### src/rtl/mem_access_unit.sv
// Sequential memory access unit: one request at a time, drives p_ram/v_ram with a registered
// strobe and returns a one-cycle response. Optional one-entry PEEK/FETCH buffer: MEM_ACCESS_PEEK_BUFFER_EN.
module mem_access_unit #(
  parameter int unsigned ADDRESS_WIDTH = 16,
  parameter int unsigned DATA_WIDTH    = 16,
  parameter int unsigned READ_LATENCY  = 1
) (
  input  logic                     clk,
  input  logic                     reset_n,
  input  logic                     req_valid,
  output logic                     req_ready,
  input  logic [2:0]               req_op,
  input  logic [ADDRESS_WIDTH-1:0] pc_address,
  input  logic [ADDRESS_WIDTH-1:0] req_address,
  input  logic [DATA_WIDTH-1:0]    req_data,
  output logic                     resp_valid,
  output logic [DATA_WIDTH-1:0]    resp_data,
  output logic                     resp_error,
  output logic                     p_ram_en,
  output logic                     p_ram_rw,
  output logic [ADDRESS_WIDTH-1:0] p_ram_address,
  output logic [DATA_WIDTH-1:0]    p_ram_wdata,
  input  logic [DATA_WIDTH-1:0]    p_ram_rdata,
  output logic                     v_ram_en,
  output logic                     v_ram_rw,
  output logic [ADDRESS_WIDTH-1:0] v_ram_address,
  output logic [DATA_WIDTH-1:0]    v_ram_wdata,
  input  logic [DATA_WIDTH-1:0]    v_ram_rdata
);

  typedef enum logic [1:0] {StIdle, StAccess, StWait, StResp} state_e;

  localparam logic [2:0] OpFetch  = 3'd0;
  localparam logic [2:0] OpLoad   = 3'd1;
  localparam logic [2:0] OpStore  = 3'd2;
  localparam logic [2:0] OpLoadV  = 3'd3;
  localparam logic [2:0] OpStoreV = 3'd4;
  localparam logic [2:0] OpPeek   = 3'd5;

  localparam logic [2:0] CntInit = 3'(READ_LATENCY - 1);
  localparam logic [ADDRESS_WIDTH-1:0] AddrOne = {{(ADDRESS_WIDTH-1){1'b0}}, 1'b1};

  state_e                   state_q, state_d;
  logic [2:0]               cnt_q, cnt_d;
  logic                     write_q, write_d;
  logic                     sel_v_q, sel_v_d;
  logic                     p_en_q, p_en_d, p_rw_q, p_rw_d;
  logic [ADDRESS_WIDTH-1:0] p_addr_q, p_addr_d;
  logic [DATA_WIDTH-1:0]    p_wdata_q, p_wdata_d;
  logic                     v_en_q, v_en_d, v_rw_q, v_rw_d;
  logic [ADDRESS_WIDTH-1:0] v_addr_q, v_addr_d;
  logic [DATA_WIDTH-1:0]    v_wdata_q, v_wdata_d;
  logic                     resp_valid_q, resp_valid_d;
  logic                     resp_err_q, resp_err_d;
  logic [DATA_WIDTH-1:0]    resp_data_q, resp_data_d;

  // Request decode, only meaningful while idle
  logic                     op_legal, op_write, op_vram, op_pcread, buf_hit;
  logic [ADDRESS_WIDTH-1:0] eff_addr;

  assign op_legal  = (req_op <= OpPeek);
  assign op_write  = (req_op == OpStore) || (req_op == OpStoreV);
  assign op_vram   = (req_op == OpLoadV) || (req_op == OpStoreV);
  assign op_pcread = (req_op == OpFetch) || (req_op == OpPeek);

  always_comb begin
    eff_addr = req_address;
    if (req_op == OpFetch) eff_addr = pc_address;
    else if (req_op == OpPeek) eff_addr = pc_address + AddrOne;
  end

`ifdef MEM_ACCESS_PEEK_BUFFER_EN
  logic                     buf_valid_q, buf_valid_d;
  logic [ADDRESS_WIDTH-1:0] buf_addr_q, buf_addr_d;
  logic [DATA_WIDTH-1:0]    buf_data_q, buf_data_d;
  logic                     fill_q, fill_d;

  assign buf_hit = op_pcread && buf_valid_q && (buf_addr_q == eff_addr);
`else
  assign buf_hit = 1'b0;
`endif

  always_comb begin
    state_d      = state_q;
    cnt_d        = cnt_q;
    write_d      = write_q;
    sel_v_d      = sel_v_q;
    p_en_d       = 1'b0;
    p_rw_d       = p_rw_q;
    p_addr_d     = p_addr_q;
    p_wdata_d    = p_wdata_q;
    v_en_d       = 1'b0;
    v_rw_d       = v_rw_q;
    v_addr_d     = v_addr_q;
    v_wdata_d    = v_wdata_q;
    resp_valid_d = 1'b0;
    resp_err_d   = 1'b0;
    resp_data_d  = '0;
`ifdef MEM_ACCESS_PEEK_BUFFER_EN
    buf_valid_d  = buf_valid_q;
    buf_addr_d   = buf_addr_q;
    buf_data_d   = buf_data_q;
    fill_d       = fill_q;
`endif

    unique case (state_q)
      StIdle: begin
        if (req_valid) begin
          if (!op_legal) begin
            state_d      = StResp;
            resp_valid_d = 1'b1;
            resp_err_d   = 1'b1;
          end else if (buf_hit) begin
            state_d      = StResp;
            resp_valid_d = 1'b1;
`ifdef MEM_ACCESS_PEEK_BUFFER_EN
            resp_data_d  = buf_data_q;
`endif
          end else begin
            state_d = StAccess;
            write_d = op_write;
            sel_v_d = op_vram;
            if (op_vram) begin
              v_en_d    = 1'b1;
              v_rw_d    = op_write;
              v_addr_d  = eff_addr;
              v_wdata_d = req_data;
            end else begin
              p_en_d    = 1'b1;
              p_rw_d    = op_write;
              p_addr_d  = eff_addr;
              p_wdata_d = req_data;
            end
`ifdef MEM_ACCESS_PEEK_BUFFER_EN
            fill_d = op_pcread;
            if (op_write) buf_valid_d = 1'b0;
`endif
          end
        end
      end
      StAccess: begin
        if (write_q) begin
          state_d      = StResp;
          resp_valid_d = 1'b1;
        end else begin
          state_d = StWait;
          cnt_d   = CntInit;
        end
      end
      StWait: begin
        if (cnt_q == 3'd0) begin
          state_d      = StResp;
          resp_valid_d = 1'b1;
          resp_data_d  = sel_v_q ? v_ram_rdata : p_ram_rdata;
`ifdef MEM_ACCESS_PEEK_BUFFER_EN
          if (fill_q) begin
            buf_valid_d = 1'b1;
            buf_addr_d  = p_addr_q;
            buf_data_d  = p_ram_rdata;
          end
`endif
        end else begin
          cnt_d = cnt_q - 3'd1;
        end
      end
      StResp: state_d = StIdle;
      default: state_d = StIdle;
    endcase
  end

  always_ff @(posedge clk or negedge reset_n) begin
    if (!reset_n) begin
      state_q      <= StIdle;
      cnt_q        <= '0;
      write_q      <= 1'b0;
      sel_v_q      <= 1'b0;
      p_en_q       <= 1'b0;
      p_rw_q       <= 1'b0;
      p_addr_q     <= '0;
      p_wdata_q    <= '0;
      v_en_q       <= 1'b0;
      v_rw_q       <= 1'b0;
      v_addr_q     <= '0;
      v_wdata_q    <= '0;
      resp_valid_q <= 1'b0;
      resp_err_q   <= 1'b0;
      resp_data_q  <= '0;
    end else begin
      state_q      <= state_d;
      cnt_q        <= cnt_d;
      write_q      <= write_d;
      sel_v_q      <= sel_v_d;
      p_en_q       <= p_en_d;
      p_rw_q       <= p_rw_d;
      p_addr_q     <= p_addr_d;
      p_wdata_q    <= p_wdata_d;
      v_en_q       <= v_en_d;
      v_rw_q       <= v_rw_d;
      v_addr_q     <= v_addr_d;
      v_wdata_q    <= v_wdata_d;
      resp_valid_q <= resp_valid_d;
      resp_err_q   <= resp_err_d;
      resp_data_q  <= resp_data_d;
    end
  end

`ifdef MEM_ACCESS_PEEK_BUFFER_EN
  always_ff @(posedge clk or negedge reset_n) begin
    if (!reset_n) begin
      buf_valid_q <= 1'b0;
      buf_addr_q  <= '0;
      buf_data_q  <= '0;
      fill_q      <= 1'b0;
    end else begin
      buf_valid_q <= buf_valid_d;
      buf_addr_q  <= buf_addr_d;
      buf_data_q  <= buf_data_d;
      fill_q      <= fill_d;
    end
  end
`endif

  assign req_ready     = (state_q == StIdle);
  assign resp_valid    = resp_valid_q;
  assign resp_error    = resp_err_q;
  assign resp_data     = resp_data_q;
  assign p_ram_en      = p_en_q;
  assign p_ram_rw      = p_rw_q;
  assign p_ram_address = p_addr_q;
  assign p_ram_wdata   = p_wdata_q;
  assign v_ram_en      = v_en_q;
  assign v_ram_rw      = v_rw_q;
  assign v_ram_address = v_addr_q;
  assign v_ram_wdata   = v_wdata_q;

endmodule

### config.mk
export PLATFORM = sky130hd
export DESIGN_NAME = mem_access_unit
export DESIGN_NICKNAME = d
export VERILOG_FILES = /design/src/rtl/mem_access_unit.sv
export SDC_FILE = /design/constraint.sdc
export NUM_CORES = 1
export LEC_CHECK = 0
export ABC_AREA = 1
export CORE_UTILIZATION = 40
export CTS_CLUSTER_DIAMETER = 30
export DETAILED_ROUTE_END_ITERATION = 10
export PLACE_DENSITY_LB_ADDON = 0.25
export SYNTH_ARGS = -nofsm -noshare
export SYNTH_HDL_FRONTEND = slang
export SYNTH_SLANG_ARGS = --single-unit
### constraint.sdc
create_clock -name clk -period 1.57 [get_ports clk]
set_input_delay 0.2355 -clock clk [delete_from_list [all_inputs] [get_ports clk]]
set_output_delay 0.2355 -clock clk [all_outputs]
set_load 0.03 [all_outputs]
# Yosys cells after proc, flatten, opt, wreduce, memory -nomap -nowiden
# Index checks and enable logic that the tools add are counted.
[totals]
ff_bits = 93
latchBits = 0
ramBits = 0
mem_bits_ro = 0
input_bits = 86
output_inout_bits = 87
elab_cells = 68
n_memories = 0
[op_classes]
addsub = 2
n_mul = 0
n_div = 0
n_lt_le_gt_ge = 1
n_eq_ne = 11
n_shift = 0
muxes = 27
bitwise_logic = 1
reduce_logical = 11
[ops]
columns = ["op", "n"]
rows = [
  ["2-to-1 mux 16 bit", 5],
  ["adder 16 x 1 -> 16 bit (second input constant)", 1],
  ["2-to-1 mux 1 bit", 14],
  ["!= test 2 bit (second input constant)", 4],
  ["one-hot mux 2 bit (4 select lines)", 1],
  ["AND reduction 4 bit", 2],
  ["== test 3 x 2 -> 1 bit (second input constant)", 2],
  ["== test 3 bit (second input constant)", 2],
  ["logical NOT 3 bit", 2],
  ["2-to-1 mux 2 bit", 3],
  ["2-to-1 mux 3 bit", 2],
  ["one-hot mux 3 bit (2 select lines)", 1],
  ["AND reduction 3 bit", 2],
  ["== test 2 bit (second input constant)", 2],
  ["<= comparator 3 bit (second input constant)", 1],
  ["one-hot mux 1 bit (3 select lines)", 1],
  ["subtractor 3 x 1 -> 3 bit (second input constant)", 1],
  ["== test 2 x 1 -> 1 bit (second input constant)", 1],
  ["logical NOT 2 bit", 1],
  ["logical OR 1 bit", 2],
  ["AND reduction 2 bit", 1],
  ["nonzero test 2 bit", 1],
  ["inverter 1 bit", 1],
]

# Depth between registers and ports, before layout
# Gate-level depths: netlist (run 1).
[depth]
word_depth = 6
ltp_mapped = 11

# Worst setup path after synthesis (run 1)
# Ideal clock, no wire load.
[synth_path]
path_kind = "register to register"
start = "register state_q[0]"
end = "register p_wdata_q[9] (netlist: p_ram_wdata[9])"
setup_ns = 0.126
arrival_time_ns = 1.688
required_time_ns = 1.444
path_slack_ns = -0.244
stages_incl_launch_ff = 11
n_path_buf = 1
period_less_slack_ns = 1.814
cell_sequence = "dfrtp_1 -> inv_1 -> ha_1 -> nand2_1 -> clkinv_1 -> nand2_1 -> nor2_4 -> inv_2 -> buf_4 -> nand2_1 -> o21ai_0"
[synth_between]
elab_chain_cells = 2
[synth_rtl]
columns = ["element", "line_no", "rtl"]
rows = [
  ["from (decl)", "43", "state_e state_q, state_d;"],
  ["from (signal assigned)", "173", "state_q <= StIdle;"],
  ["from (signal assigned)", "189", "state_q <= state_d;"],
  ["logical NOT 2 bit", "-", ""],
  ["named net req_ready", "11", "output logic req_ready,"],
  ["AND reduction 4 bit (no source line)", "-", ""],
  ["to (signal assigned)", "196", "p_wdata_q <= p_wdata_d;"],
  ["to (decl)", "49", "logic [DATA_WIDTH-1:0] p_wdata_q, p_wdata_d;"],
]
# The timed path passes the listed nets, and every way through them passes these cells.
# A chain may end at the register's enable or synchronous reset.

# Worst setup path in the final report (run 1)
[layout_path]
start = "register state_q[1]"
end = "register v_wdata_q[6] (netlist: v_ram_wdata[6])"
[layout_between]
elab_chain_cells = 2
[layout_rtl]
columns = ["element", "line_no", "rtl"]
rows = [
  ["logical NOT 2 bit", "106", "unique case (state_q)"],
  ["AND reduction 4 bit (no source line)", "-", ""],
  ["to (signal assigned)", "200", "v_wdata_q <= v_wdata_d;"],
  ["to (decl)", "52", "logic [DATA_WIDTH-1:0] v_wdata_q, v_wdata_d;"],
]
# No other way between the ends.

==> run_results.csv, run 1 <==
group,metric,value,unit
sta,setup_tns,0,ns
setup_path,slowest_stage,"dfrtp_1",
synth,syn-num-nets,647,
synth,postSynthCellCount,553,
worst_hold_path,hp-start,"p_ram_rdata[4]",
global_route,antenna_found_initial,0,
floorplanning,core,10900,sq um
floorplanning,dieArea,11600,sq um
route,drt-pass1-iter-count,5,
floorplanning,start_util,41.2,%
finish,diodes,0,
worst_hold_path,min_to,"resp_data[4]",
clock_network,cts.sinks,93,
setup_path,reg2regPathDepth,9,
placement,place.detailed.hpwl,9.11,mm
synth,synth.avg_cell_area,8.10,sq um
pwr,pwr-share-comb,51.3,%
route,drt_first_iter_violations,260,
setup_path,worstReg2RegEnd,"v_ram_wdata[6]",
route,routed-via-count,4436,
sta,fin_ws,0.0594,ns
clock_network,cts_made_buffers,9,
floorplanning,die_y,108,microns
setup_path,required,1.80,ns
placement,gp_congestion,0.889,
pwr,p_leak,3.70,nW
synth,synth-seq-cells,93,
synth,yosys.area.top_type_share,51.9,%
clock_network,clk_pin_slew_worst_paths,0.09,ns
synth,synth_cell_types,34,
setup_path,cp_max_fo,8,
synth,synth.area.top_cells,"dfrtp_1 (52%), nand2_1 (20%), o21ai_0 (3.2%)",
synth,seq_area_frac_synth,51.9,%
sta,grt_setup_unrepaired,"true",
clock_network,clk_latency,0.36,ns
route,antenna_left,0,
global_route,grt_overflow,0,
pwr,p_sw,0.00497,W
floorplanning,rows,38,
placement,portBuffers,172,
sta,clock.fmax,662,MHz
route,drcViolationCount,0,
clock_network,htreeDepth,3,
pwr,clkPwrFrac,14.1,%
route,via_per_inst,4.86,
route,wire_per_inst,13.6,microns
worst_hold_path,hp-class,"in2reg",
setup_path,reg2reg_from,"state_q[1]",
sta,period_needed,1.51,ns
pwr,p_per_area,1610,nW/um^2
pwr,vdd.ir_drop.worst,0.000895,V
global_route,grt_use_total,21.7,%
global_route,grt_pass1_wl,19.8,mm
finish,area_growth,54.0,%
finish,nNetsFinal,862,
finish,utilization,63.4,%
placement,preCtsSetupSlack,-0.234,ns
setup_path,cp_data_arrival_time,1.74,ns
sta,tightestPinTransition,0.500,ns
floorplanning,pin_count,173,
floorplanning,fp.dieW,108,microns
setup_path,cp_cell_sequence,"inv_2 -> ha_4 -> nand2_4 -> clkinv_2 -> buf_6 -> nand2_8 -> clkbuf_16 -> nand2_1 -> o21ai_0",
finish,drive_above_1_share,13.8,%
sta,slew_headroom,66.6,%
synth,synth_area_leader_cell,"dfrtp_1",
clock_network,clockRootBuffer,"clkbuf_8",
global_route,grt_max_degree,94,
route,drt-total-wl,12.4,mm
global_route,grt_pass1_vias,4234,
sta,hold_violations,0,
sta,slew_violations,0,
pwr,power_frac_seq,34.6,%
worst_hold_path,hold_path_depth,3,
sta,clock_skew,0.0105,ns
setup_path,reg2reg_slack,0.06,ns
sta,setup_violations,0,
setup_path,worst_setup_path_end_kind,"register",
synth,yosysWarningCount,0,
outcome,outcome,"finished clean",
clock_network,clk_path_buf_depth,2,
pwr,p_int,0.00617,W
pwr,sw_frac_of_total,44.7,%
clock_network,cts_tree,"yes",
finish,fillers,973,
setup_path,critPathLaunchType,"register",
sta,period_share,96.2,%
synth,syn-cell-area,4480,sq um
setup_path,crit_type,"reg2reg",
setup_path,crit_path_max_incr_delay,0.43,ns
flow_run,cap_violations,0,
==> metrics by stage <==
step / total power (W) / hold slack [ns] / cell area (sq um) / instances
after detailed placement: 0.0101 / 0.325 / 6640 / 888
after floorplan: 0.00733 / -0.0601 / 4500 / 553
final: 0.0111 / 0.416 / 6900 / 913
after CTS: 0.0110 / 0.405 / 6730 / 905
after global placement: 0.00991 / 0.312 / 6640 / 888
after global routing: 0.0119 / 0.413 / 6900 / 913
==> Yosys cell counts, drive strengths merged <==
cell / count
clkbuf: 3
ha: 8
o21ai: 58
dfrtp: 93
nor3: 2
inv: 44
nor2: 26
xnor2: 2
o21bai: 1
xor2: 3
nand3: 26
a22oi: 1
clkinv: 1
o311ai: 1
nand4: 3
buf: 19
o22ai: 2
a21oi: 19
o211ai: 1
nand2: 240
==> worst max path at each step <==
stage	startpoint	to	slack (ns)	cells past startpoint
floorplan	state_q[1]	p_ram_wdata[9]	0.004	10
global placement	req_op[1]	p_ram_address[9]	-0.20	9
detailed placement	req_op[1]	p_ram_address[4]	-0.23	9
CTS	state_q[0]	p_ram_wdata[1]	0.03	9
global route	state_q[1]	p_ram_wdata[12]	-0.02	10
finish	state_q[1]	v_ram_wdata[6]	0.06	9
==> flip-flops by register name, summed over array words and instances (netlist names) <==
| name | flops |
|---|---|
| write_q | 1 |
| resp_valid | 1 |
| p_ram_en | 1 |
| v_ram_wdata | 16 |
| resp_error | 1 |
| state_q | 2 |
| p_ram_rw | 1 |
| cnt_q | 3 |
| v_ram_rw | 1 |
| v_ram_address | 16 |
| p_ram_address | 16 |
| resp_data | 16 |
| sel_v_q | 1 |
| v_ram_en | 1 |
| p_ram_wdata | 16 |
==> cell usage in the layout (no fill, tap or decap), types with 3 or more instances in the layout <==
cell type	netlist	final
nand4_1	3	3
nor2_1	21	20
buf_4	6	44
a21oi_1	19	19
ha_1	8	6
inv_1	38	36
clkbuf_8	0	10
nand2_2	4	9
clkbuf_16	0	3
dfrtp_1	93	93
xor2_1	3	3
nand2_1	235	229
clkinv_2	0	3
dlygate4sd2_1	0	86
nor2_4	4	4
o21ai_1	24	34
inv_2	5	7
buf_12	0	6
nand3_1	24	24
o21ai_0	29	19
o21ai_2	5	5
clkdlybuf4s50_1	0	83
==> what timing repair did <==
item	CTS	global route
hold buffers	1	0
pin swaps	0	1
hold endpoints to repair	93	0
setup endpoints to repair	86	49
buffers inserted	0	4
resized for setup	86	22
gates cloned	0	4
==> area by class of cell <==
| class | instances | area [sq um] | area share, % |
|---|---|---|---|
| repair buffers | 226 | 2150 | 31.2 |
| clock inverters | 4 | 47.5 | 0.689 |
| well taps | 140 | 175 | 2.54 |
| clock buffers | 12 | 145 | 2.10 |
| multi-input cells | 393 | 1870 | 27.2 |
| inverters | 45 | 175 | 2.54 |
| flip-flops and latches | 93 | 2330 | 33.7 |
==> power groups by stage <==
stage / combinational, W / sequential [W] / clock, W
2_1_floorplan: 0.00169 / 0.00563 / 0
3_3_place_gp: 0.00601 / 0.00390 / 0
3_5_place_dp: 0.00614 / 0.00392 / 0
4_1_cts: 0.00554 / 0.00384 / 0.00161
5_1_grt: 0.00619 / 0.00397 / 0.00172
6_report: 0.00572 / 0.00385 / 0.00157
==> cells by family (layout without fill, tap and decap cells) <==
| group | after synthesis | in the layout | share of synthesized area, % |
|---|---|---|---|
| and+or+nand+nor | 297 | 297 | 27.3 |
| AOI/OAI and AO/OA | 83 | 83 | 10.3 |
| buffers and inverters | 67 | 287 | 7.26 |
| adders and majority gates | 8 | 8 | 2.23 |
| DFF | 93 | 93 | 51.9 |
| xor gates and xnor gates | 5 | 5 | 0.978 |
==> worst max-delay path, delay by kind of cell, from the launching register on <==
kind | cells | cell delay (ns)
AOI/OAI and AO/OA | 1 | 0.08
adders and majority gates | 1 | 0.16
buffers and inverters | 4 | 0.49
DFF | 1 | 0.43
and+or+nand+nor | 3 | 0.21
==> routing by layer <==
metal,track usage [%],wire length [microns],up-vias
met1,28.9,5560,2045
met4,9.78,302,0
met5,0,0,-
met2,34.8,5900,188
li1,-,-,2173
met3,3.39,676,30
Note: power is estimated with default switching activity, not from simulation.
==> inputs of run 2 (changes only) <==
--- a/config.mk
+++ b/config.mk
@@ -8,6 +8,7 @@
 export ABC_AREA = 1
 export CORE_UTILIZATION = 40
 export CTS_CLUSTER_DIAMETER = 30
+export CTS_CLUSTER_SIZE = 14
 export DETAILED_ROUTE_END_ITERATION = 10
 export PLACE_DENSITY_LB_ADDON = 0.25
 export SYNTH_ARGS = -nofsm -noshare
==> results of run 2 <==
Same layout as run 1: the final DEF is identical, and so are final timing and power.
